$ cat config.mk
export PLATFORM = sky130hd
export DESIGN_NAME = gcm_tagmask_mc
export DESIGN_NICKNAME = d
export VERILOG_FILES = /design/src/rtl/gcm_tagmask_mc.sv
export SDC_FILE = /design/constraint.sdc
export NUM_CORES = 2
export LEC_CHECK = 0
export CAP_MARGIN = 20
export CORE_MARGIN = 2
export CORE_UTILIZATION = 50
export DETAILED_ROUTE_END_ITERATION = 8
export PLACE_DENSITY = 0.76
export REMOVE_ABC_BUFFERS = 1
export SLEW_MARGIN = 30
export SYNTH_ARGS = -nofsm -noshare
export SYNTH_HDL_FRONTEND = slang
export SYNTH_SLANG_ARGS = --single-unit
$ cat constraint.sdc
create_clock -name clk -period 2.75 [get_ports clk]
set_input_delay 0.825 -clock clk [delete_from_list [all_inputs] [get_ports clk]]
set_output_delay 0.825 -clock clk [all_outputs]
set_load 0.005 [all_outputs]
$ cat src/rtl/gcm_tagmask_mc.sv
// -----------------------------------------------------------------------------
// gcm_tagmask_mc
//
// Multi-channel GCM tag-mask generator. The block holds NUM_CH key/IV
// contexts. For each requested channel it computes
//     mask = AES_enc(K_ch, IV_ch || CTR_INIT)
// on one external AES core that is shared with other users. Channels are
// served round-robin. Key expansion is skipped when the core still holds the
// requested channel's key.
//
// Ports
//   clk, rst            clock; synchronous active-high reset
//   cfg_ch              channel addressed by key_we / iv_we
//   key_in, aes256_en   key and key length (upper 128 bits zeroed for AES-128)
//   key_we, iv_we       context write strobes (may be asserted together)
//   iv_in               96-bit IV
//   start               per-channel mask request pulses
//   mask_out, mask_ch   result and its channel, valid while mask_valid = 1
//   mask_valid          one-cycle result strobe
//   pending             per-channel request outstanding
//   busy                job in flight or any request pending
//   aes_req / aes_gnt   shared-core arbitration (grant sampled in IDLE only)
//   aes_init, aes_next  core key-expansion / encrypt strobes
//   aes_key, aes_keylen, aes_block  job operands, stable for the whole job
//   aes_ready, aes_result, aes_result_valid  core status and result
// -----------------------------------------------------------------------------
module gcm_tagmask_mc #(
    parameter int          NUM_CH    = 4,
    parameter int          CH_W      = $clog2(NUM_CH),
    parameter logic [31:0] CTR_INIT  = 32'h0000_0001,
    parameter bit          KEY_CACHE = 1'b1
) (
    input  logic              clk,
    input  logic              rst,
    input  logic [CH_W-1:0]   cfg_ch,
    input  logic [255:0]      key_in,
    input  logic              key_we,
    input  logic              aes256_en,
    input  logic [95:0]       iv_in,
    input  logic              iv_we,
    input  logic [NUM_CH-1:0] start,
    output logic [127:0]      mask_out,
    output logic [CH_W-1:0]   mask_ch,
    output logic              mask_valid,
    output logic [NUM_CH-1:0] pending,
    output logic              busy,
    output logic              aes_req,
    input  logic              aes_gnt,
    output logic              aes_init,
    output logic              aes_next,
    output logic [255:0]      aes_key,
    output logic              aes_keylen,
    output logic [127:0]      aes_block,
    input  logic              aes_ready,
    input  logic [127:0]      aes_result,
    input  logic              aes_result_valid
);

    typedef enum logic [2:0] {
        IDLE,
        KEY_INIT,
        WAIT_INIT,
        ISSUE_NEXT,
        WAIT_RES
    } state_t;

    // Per-channel contexts
    logic [255:0] ctx_key_q [NUM_CH];
    logic [255:0] ctx_key_d [NUM_CH];
    logic         ctx_len_q [NUM_CH];
    logic         ctx_len_d [NUM_CH];
    logic [95:0]  ctx_iv_q  [NUM_CH];
    logic [95:0]  ctx_iv_d  [NUM_CH];

    // Job state
    state_t            state_q, state_d;
    logic [NUM_CH-1:0] pending_q, pending_d;
    logic [CH_W-1:0]   rr_ptr_q, rr_ptr_d;
    logic              loaded_valid_q, loaded_valid_d;
    logic [CH_W-1:0]   loaded_ch_q, loaded_ch_d;
    logic [CH_W-1:0]   act_ch_q, act_ch_d;
    logic [255:0]      act_key_q, act_key_d;
    logic              act_len_q, act_len_d;
    logic [127:0]      act_block_q, act_block_d;
    logic [127:0]      mask_out_q, mask_out_d;
    logic [CH_W-1:0]   mask_ch_q, mask_ch_d;
    logic              mask_valid_q, mask_valid_d;

    logic              cfg_ok;
    logic [255:0]      key_eff;
    logic              sel_found;
    logic [CH_W-1:0]   sel_ch;
    logic              key_hit;

    assign cfg_ok  = (int'(cfg_ch) < NUM_CH);
    assign key_eff = aes256_en ? key_in : {128'b0, key_in[127:0]};

    // Context write path. The snapshot reads the *_d view so a write in the
    // same cycle as the snapshot is seen by the job.
    always_comb begin
        // NOTE: every signal written here gets a default first, so no path
        // leaves it unassigned and no latch is inferred.
        ctx_key_d = ctx_key_q;
        ctx_len_d = ctx_len_q;
        ctx_iv_d  = ctx_iv_q;
        if (key_we && cfg_ok) begin
            ctx_key_d[cfg_ch] = key_eff;
            ctx_len_d[cfg_ch] = aes256_en;
        end
        if (iv_we && cfg_ok) begin
            ctx_iv_d[cfg_ch] = iv_in;
        end
    end

    // Round-robin pick: first pending channel at or after rr_ptr, wrapping.
    always_comb begin
        sel_found = 1'b0;
        sel_ch    = '0;
        for (int k = 0; k < NUM_CH; k++) begin
            if (!sel_found && pending_q[(int'(rr_ptr_q) + k) % NUM_CH]) begin
                sel_found = 1'b1;
                sel_ch    = CH_W'((int'(rr_ptr_q) + k) % NUM_CH);
            end
        end
    end

    // A key rewrite of the selected channel in the snapshot cycle makes the
    // core's copy stale, so it cannot count as a hit.
    assign key_hit = KEY_CACHE && loaded_valid_q && (loaded_ch_q == sel_ch) &&
                     !(key_we && cfg_ch == sel_ch);

    always_comb begin
        state_d        = state_q;
        pending_d      = pending_q | start;
        rr_ptr_d       = rr_ptr_q;
        loaded_valid_d = loaded_valid_q;
        loaded_ch_d    = loaded_ch_q;
        act_ch_d       = act_ch_q;
        act_key_d      = act_key_q;
        act_len_d      = act_len_q;
        act_block_d    = act_block_q;
        mask_out_d     = mask_out_q;
        mask_ch_d      = mask_ch_q;
        mask_valid_d   = 1'b0;
        aes_init       = 1'b0;
        aes_next       = 1'b0;

        case (state_q)
            IDLE: begin
                if (sel_found && aes_gnt) begin
                    act_ch_d    = sel_ch;
                    act_key_d   = ctx_key_d[sel_ch];
                    act_len_d   = ctx_len_d[sel_ch];
                    act_block_d = {ctx_iv_d[sel_ch], CTR_INIT};
                    // A start arriving in the snapshot cycle re-queues the channel.
                    pending_d[sel_ch] = start[sel_ch];
                    state_d = key_hit ? ISSUE_NEXT : KEY_INIT;
                end
            end
            KEY_INIT: begin
                aes_init       = 1'b1;
                loaded_ch_d    = act_ch_q;
                loaded_valid_d = 1'b1;
                state_d        = WAIT_INIT;
            end
            WAIT_INIT: begin
                if (aes_ready) begin
                    state_d = ISSUE_NEXT;
                end
            end
            ISSUE_NEXT: begin
                aes_next = 1'b1;
                state_d  = WAIT_RES;
            end
            WAIT_RES: begin
                if (aes_result_valid) begin
                    mask_out_d   = aes_result;
                    mask_ch_d    = act_ch_q;
                    mask_valid_d = 1'b1;
                    rr_ptr_d     = CH_W'((int'(act_ch_q) + 1) % NUM_CH);
                    state_d      = IDLE;
                end
            end
            default: state_d = IDLE;
        endcase

        // A key write to the loaded channel invalidates the core's copy. This
        // also overrides the KEY_INIT load when the write targets that channel.
        if (key_we && loaded_valid_d && loaded_ch_d == cfg_ch) begin
            loaded_valid_d = 1'b0;
        end
    end

    always_ff @(posedge clk) begin
        // NOTE: non-blocking assignments only, so every flop samples the
        // pre-edge value of the others regardless of statement order.
        if (rst) begin
            // NOTE: the context arrays are reset explicitly. Zeroed contexts are
            // a visible requirement, so reset cannot be left to power-up values.
            for (int i = 0; i < NUM_CH; i++) begin
                ctx_key_q[i] <= '0;
                ctx_len_q[i] <= 1'b0;
                ctx_iv_q[i]  <= '0;
            end
            state_q        <= IDLE;
            pending_q      <= '0;
            rr_ptr_q       <= '0;
            loaded_valid_q <= 1'b0;
            loaded_ch_q    <= '0;
            act_ch_q       <= '0;
            act_key_q      <= '0;
            act_len_q      <= 1'b0;
            act_block_q    <= '0;
            mask_out_q     <= '0;
            mask_ch_q      <= '0;
            mask_valid_q   <= 1'b0;
        end else begin
            ctx_key_q      <= ctx_key_d;
            ctx_len_q      <= ctx_len_d;
            ctx_iv_q       <= ctx_iv_d;
            state_q        <= state_d;
            pending_q      <= pending_d;
            rr_ptr_q       <= rr_ptr_d;
            loaded_valid_q <= loaded_valid_d;
            loaded_ch_q    <= loaded_ch_d;
            act_ch_q       <= act_ch_d;
            act_key_q      <= act_key_d;
            act_len_q      <= act_len_d;
            act_block_q    <= act_block_d;
            mask_out_q     <= mask_out_d;
            mask_ch_q      <= mask_ch_d;
            mask_valid_q   <= mask_valid_d;
        end
    end

    assign mask_out   = mask_out_q;
    assign mask_ch    = mask_ch_q;
    assign mask_valid = mask_valid_q;
    assign pending    = pending_q;
    assign aes_req    = (state_q != IDLE) || (|pending_q);
    assign busy       = aes_req;
    assign aes_key    = act_key_q;
    assign aes_keylen = act_len_q;
    assign aes_block  = act_block_q;

endmodule

### Yosys cells after proc, flatten, opt, wreduce, memory -nomap -nowiden

Cells that the tools add are included.

* logic and storage cells: 139
* input bits: 494
* bits in registers: 1911
* output and inout port bits: 524

* reduce and logical (&&, ||, !) cells: 27
* muxes and demuxes: 58
* order comparisons: 9
* eq/ne operators: 10
* add/sub/neg operators: 4
* bitwise gates (word level): 7

Operator list (count)
* $bwmux 1024: 1
* $mux 1024: 1
* $mux 256: 4
* $bmux 256 s2: 1
* $demux 256 s2: 1
* $bwmux 384: 1
* $mux 384: 1
* $mux 96: 3
* $bmux 96 s2: 1
* $demux 96 s2: 1
* $mux 1: 20
* $pmux 3 s5: 1
* $bmux 1 s2: 6
* $lt 3x4->1 const B: 3
* $mux 2: 6
* $mux 4: 3
* $logic_and 1x1->1: 11
* $reduce_or 2->1: 5
* $mux 3: 3
* $bwmux 4: 2
* $eq 2x2->1: 3
* $eq 3x2->1 const B: 2
* $ge 3x3->1 const B: 2
* $lt 2x3->1 const B: 2
* other kinds (19): 31

### Depth between registers and ports, before layout

* depth in word-level cells: 21
* mapped depth: 10
* mapped depth without buffers: 6

### Least setup slack after synthesis

No wires, ideal clock.

* kind: input port to flip-flop
* start: in key_we
* end: reg act_key_q[239], in the netlist aes_key[239]
* library setup time: 132 ps
* stages: 10
* buffers on the path: 5
* slack: 90 ps
* required time: 2618 ps
* arrival time: 2528 ps
* cells stage by stage: buf_2 -> or3b_1 -> buf_2 -> clkbuf_1 -> clkbuf_1 -> buf_2 -> nand2_1 -> o21ai_0 -> a221oi_1 -> nor3_1

* word-level cells in the longest chain between the ends: 4

Ends and longest elaborated chain
* start, declared: RTL line 37 `input logic key_we,`
* $mux 1024: RTL line 106 `if (key_we && cfg_ok) begin`
* $bmux 256 s2: RTL line 152 `act_key_d = ctx_key_d[sel_ch];`
* $mux 256 (not written as such) (2 in a row): RTL line 152
* end signal, assigned: RTL line 227 `act_key_q <= act_key_d;`
* end, declared: RTL line 82 `logic [255:0] act_key_q, act_key_d;`

No other way between the ends. The select of a mux whose other input is x is not followed.
A chain may end at the register's enable or synchronous reset.

### Final worst setup path

* start: reg act_key_q[99], in the netlist aes_key[99]
* end: out aes_key[99]

RTL lines
* end, declared: RTL line 51 `output logic [255:0] aes_key,`

No word-level cell between the ends.

==> flow_summary.yaml <==
status:
  outcome: "finished clean"
worst_setup_path:
  path_buf_inv: 1
  crit_required_ns: 1.93
  crit_path_start_kind: "flop"
  critical_path_class: "flop to output pin"
  cp_top_family: "buffers and inverters"
  worst-path-stages: 1
  crit_path_end_kind: "output pin"
  cp_slowest_cell: "clkdlybuf4s50_1"
  crit_arrival_ns: 1.89
  r2r.worst_path.cells: 9
  critPathMaxFanout: 2
  critPathMaxStageDelay_ns: 0.57
  cp_cell_sequence: "clkdlybuf4s50_1"
worst_hold_path:
  min_path_type: "primary input to flop"
  hold_depth: 2
placed_design:
  portBuffers: 986
  placed_cells: 12300
  dp_slack_ns: -0.594
  dp_hpwl_microns: 184000
  gp_congestion: 0.924
die:
  io_pins: 1018
  core_area_sq_mm: 0.154
  die_area_sq_mm: 0.158
  initial_utilization_pct: 50.2
  die_h_microns: 397
  placementRows: 144
  die_w_microns: 397
yosys:
  yosys.area_share.simple_pct: 21.1
  synth_warnings: 0
  synth.area.top_cells: "dfxtp_1 (50%), nand2_1 (7.3%), nor2_1 (7.1%)"
  syn_avg_cell_area_sq_um: 8.43
  synth_top_area_share_pct: 49.6
  synthMuxAreaShare_pct: 5.92
  ys_seq_area_share_pct: 49.6
  synthCells: 9157
  netlist_area_sq_mm: 0.0772
  synth_xor_area_share_pct: 0.0681
  synth_largest_area_cell: "dfxtp_1"
  yosysUniqueCellTypes: 56
  synth-compound-area-share_pct: 18.3
  synthAdderAreaFrac_pct: 0
  synth_top_family_by_area: "simple AND/OR/NAND/NOR gates"
  ys_ff_latch: 1911
layout:
  finalNonFillerCells: 12700
  nFillCells: 11900
  final_common_cell: "dfxtp_1"
  final_cell_mix: "dfxtp_1 (1899), nand2_1 (1502), nor2_1 (1462), clkdlybuf4s50_1 (975), a21oi_1 (927)"
  final_layout_size_suffix_gt1_share_pct: 15.3
  areaGrowthSynthToFinish_pct: 33.1
  nNetsFinal: 11000
pwr:
  power_density_mw_per_mm2: 668
  power_frac_comb_pct: 17.2
  pwr-share-clk_pct: 39.3
  swShare_pct: 26.9
  intPower_mw: 50.1
  seqPwrFrac_pct: 43.4
  leakagePower_nw: 40.1
  p_switching_mw: 18.5
  ir_worst_vdd_uv: 570
clock_tree:
  clock_sinks: 1911
  cts_tree: "built"
  cts_hold_buffers: 0
  clkTransAtPathRegs_ns: 0.06
  clock_path_buffers: 3
  clk-insertion-delay-late_ns: 0.83
  cts_root_buf: "clkbuf_16"
  cts-buffers-inserted: 195
  htreeDepth: 4
routing:
  vias_per_cell: 5.88
  totalWireLength_microns: 273000
  drt_iter0_drc: 6797
  drtAntennaViolNets: 0
  wl_per_cell_microns: 21.5
  num_vias: 74900
  route.detailed.drc: 0
  drt_pass1_iterations: 7
timing:
  slew_violations: 0
  worst_slew_pin_slew_ns: 0.829
  fin_crit_ns: 2.71
  fmax_ghz: 0.369
  setup_viol: 0
  post-route-period-util_pct: 98.6
  setup_slack_ns: 0.0372
  slew_headroom_pct: 44.7
  finClkSkew_ns: 0.0561
  rsz0062_at_grt: "no"
  hold_violations: 0
global_routing:
  track_usage_pct: 33.0
  grt_use_met3_pct: 8.43
  grt_pass1_wl_microns: 414000
  grt_overflow: 0
  antenna_found_initial: 76
  grt_pass1_vias: 71900
  grt_max_degree: 117
  top_usage_layer: "met2"
  grt_use_met1_pct: 42.6
  use_met2_pct: 50.8
run:
  max_cap_viol_count: 0
==> sequential cells by signal (all words and copies together), names as in the netlist <==
name,cells
ctx_key_q,1024
ctx_iv_q,384
aes_key,256
mask_out,128
aes_block,97
ctx_len_q,4
pending,4
state_q,3
act_ch_q,2
loaded_ch_q,2
mask_ch,2
rr_ptr_q,2
aes_keylen,1
loaded_valid_q,1
mask_valid,1
==> per-stage QoR <==
step / cell area [sq um] / setup TNS [ns] / hold slack, ns / power, mW / utilization, %
final: 103000 / 0 / 0.435 / 68.6 / 66.8
after global placement: 95900 / -338.90 / 0.436 / 41.6 / 62.4
after detailed placement: 95900 / -378.45 / 0.442 / 41.9 / 62.4
after global routing: 103000 / 0 / 0.454 / 70.8 / 66.8
after floorplan: 73500 / - / 0.426 / 36.3 / -
after CTS: 103000 / 0 / 0.436 / 68.7 / 66.7
==> final timing paths <==
check	start	end	slack, ns
max	aes_key[99]$_SDFFE_PP0P_	aes_key[99]	0.04
min	rst	ctx_key_q[127]$_SDFF_PP0_	0.43
max reg2reg	pending[0]$_SDFF_PP0_	aes_key[55]$_SDFFE_PP0P_	0.13
min reg2reg	ctx_iv_q[130]$_SDFF_PP0_	ctx_iv_q[130]$_SDFF_PP0_	0.45
==> power by group through the flow <==
stage,Combinational (mW),Sequential (mW),Clock (mW)
final,11.8,29.8,27.0
after global routing,12.6,29.9,28.3
after CTS,11.7,29.8,27.2
after detailed placement,11.5,30.4,0
after global placement,11.3,30.3,0
after floorplan,6.27,30.0,0
==> Yosys cell counts, drive strengths merged <==
| cell | instances |
|---|---|
| a2111oi | 1 |
| a211oi | 193 |
| a21oi | 930 |
| a221oi | 104 |
| a2bb2oi | 2 |
| a311o | 1 |
| a311oi | 3 |
| a31oi | 1 |
| and2 | 3 |
| and2b | 1 |
| and3 | 4 |
| and3b | 2 |
| buf | 220 |
| clkbuf | 674 |
| conb | 1 |
| dfxtp | 1911 |
| inv | 6 |
| mux2 | 2 |
| mux2i | 454 |
| nand2 | 1506 |
| nand3 | 6 |
| nand3b | 3 |
| nor2 | 1467 |
| nor2b | 211 |
| nor3 | 198 |
| nor3b | 3 |
| nor4 | 35 |
| o2111ai | 192 |
| o21a | 33 |
| o21ai | 212 |
| o221a | 240 |
| o221ai | 139 |
| o22a | 1 |
| o22ai | 1 |
| o2bb2ai | 2 |
| or2 | 1 |
| or3 | 385 |
| or3b | 2 |
| or4 | 1 |
| xnor2 | 3 |
| xor2 | 3 |
==> per-layer routing <==
metal | routed length, microns | vias to the layer above
li1 | - | 34400
met1 | 110000 | 36300
met2 | 123000 | 3392
met3 | 26600 | 671
met4 | 13200 | 56
met5 | 344 | -
==> cell type report <==
type	instances	area (sq um)	share of cell area [%]
inverters	6	22.5	0.0219
multi-input cells	6376	35500	34.5
clock buffers	288	5730	5.58
repair buffers	1989	19700	19.2
clock inverters	66	825	0.803
well taps	2044	2560	2.49
flip-flops and latches	1911	38300	37.3
diodes	49	123	0.119
==> cells by family (layout without fill, tap and decap cells) <==
family | count (synthesis) | count (layout)
multiplexers | 456 | 456
buffers and inverters | 900 | 2349
flip-flops | 1911 | 1911
AO/OA/AOI/OAI | 2055 | 2055
AND/OR/NAND/NOR | 3828 | 3828
XOR/XNOR | 6 | 6
other | 1 | 80
==> what timing repair did <==
action	CTS	global route
pin swaps	4	2
cloned	0	0
endpoints found under the setup margin	11	17
buffers inserted	5	3
gates resized for setup	31	8
No activity file was read; power rests on OpenSTA's default activity.
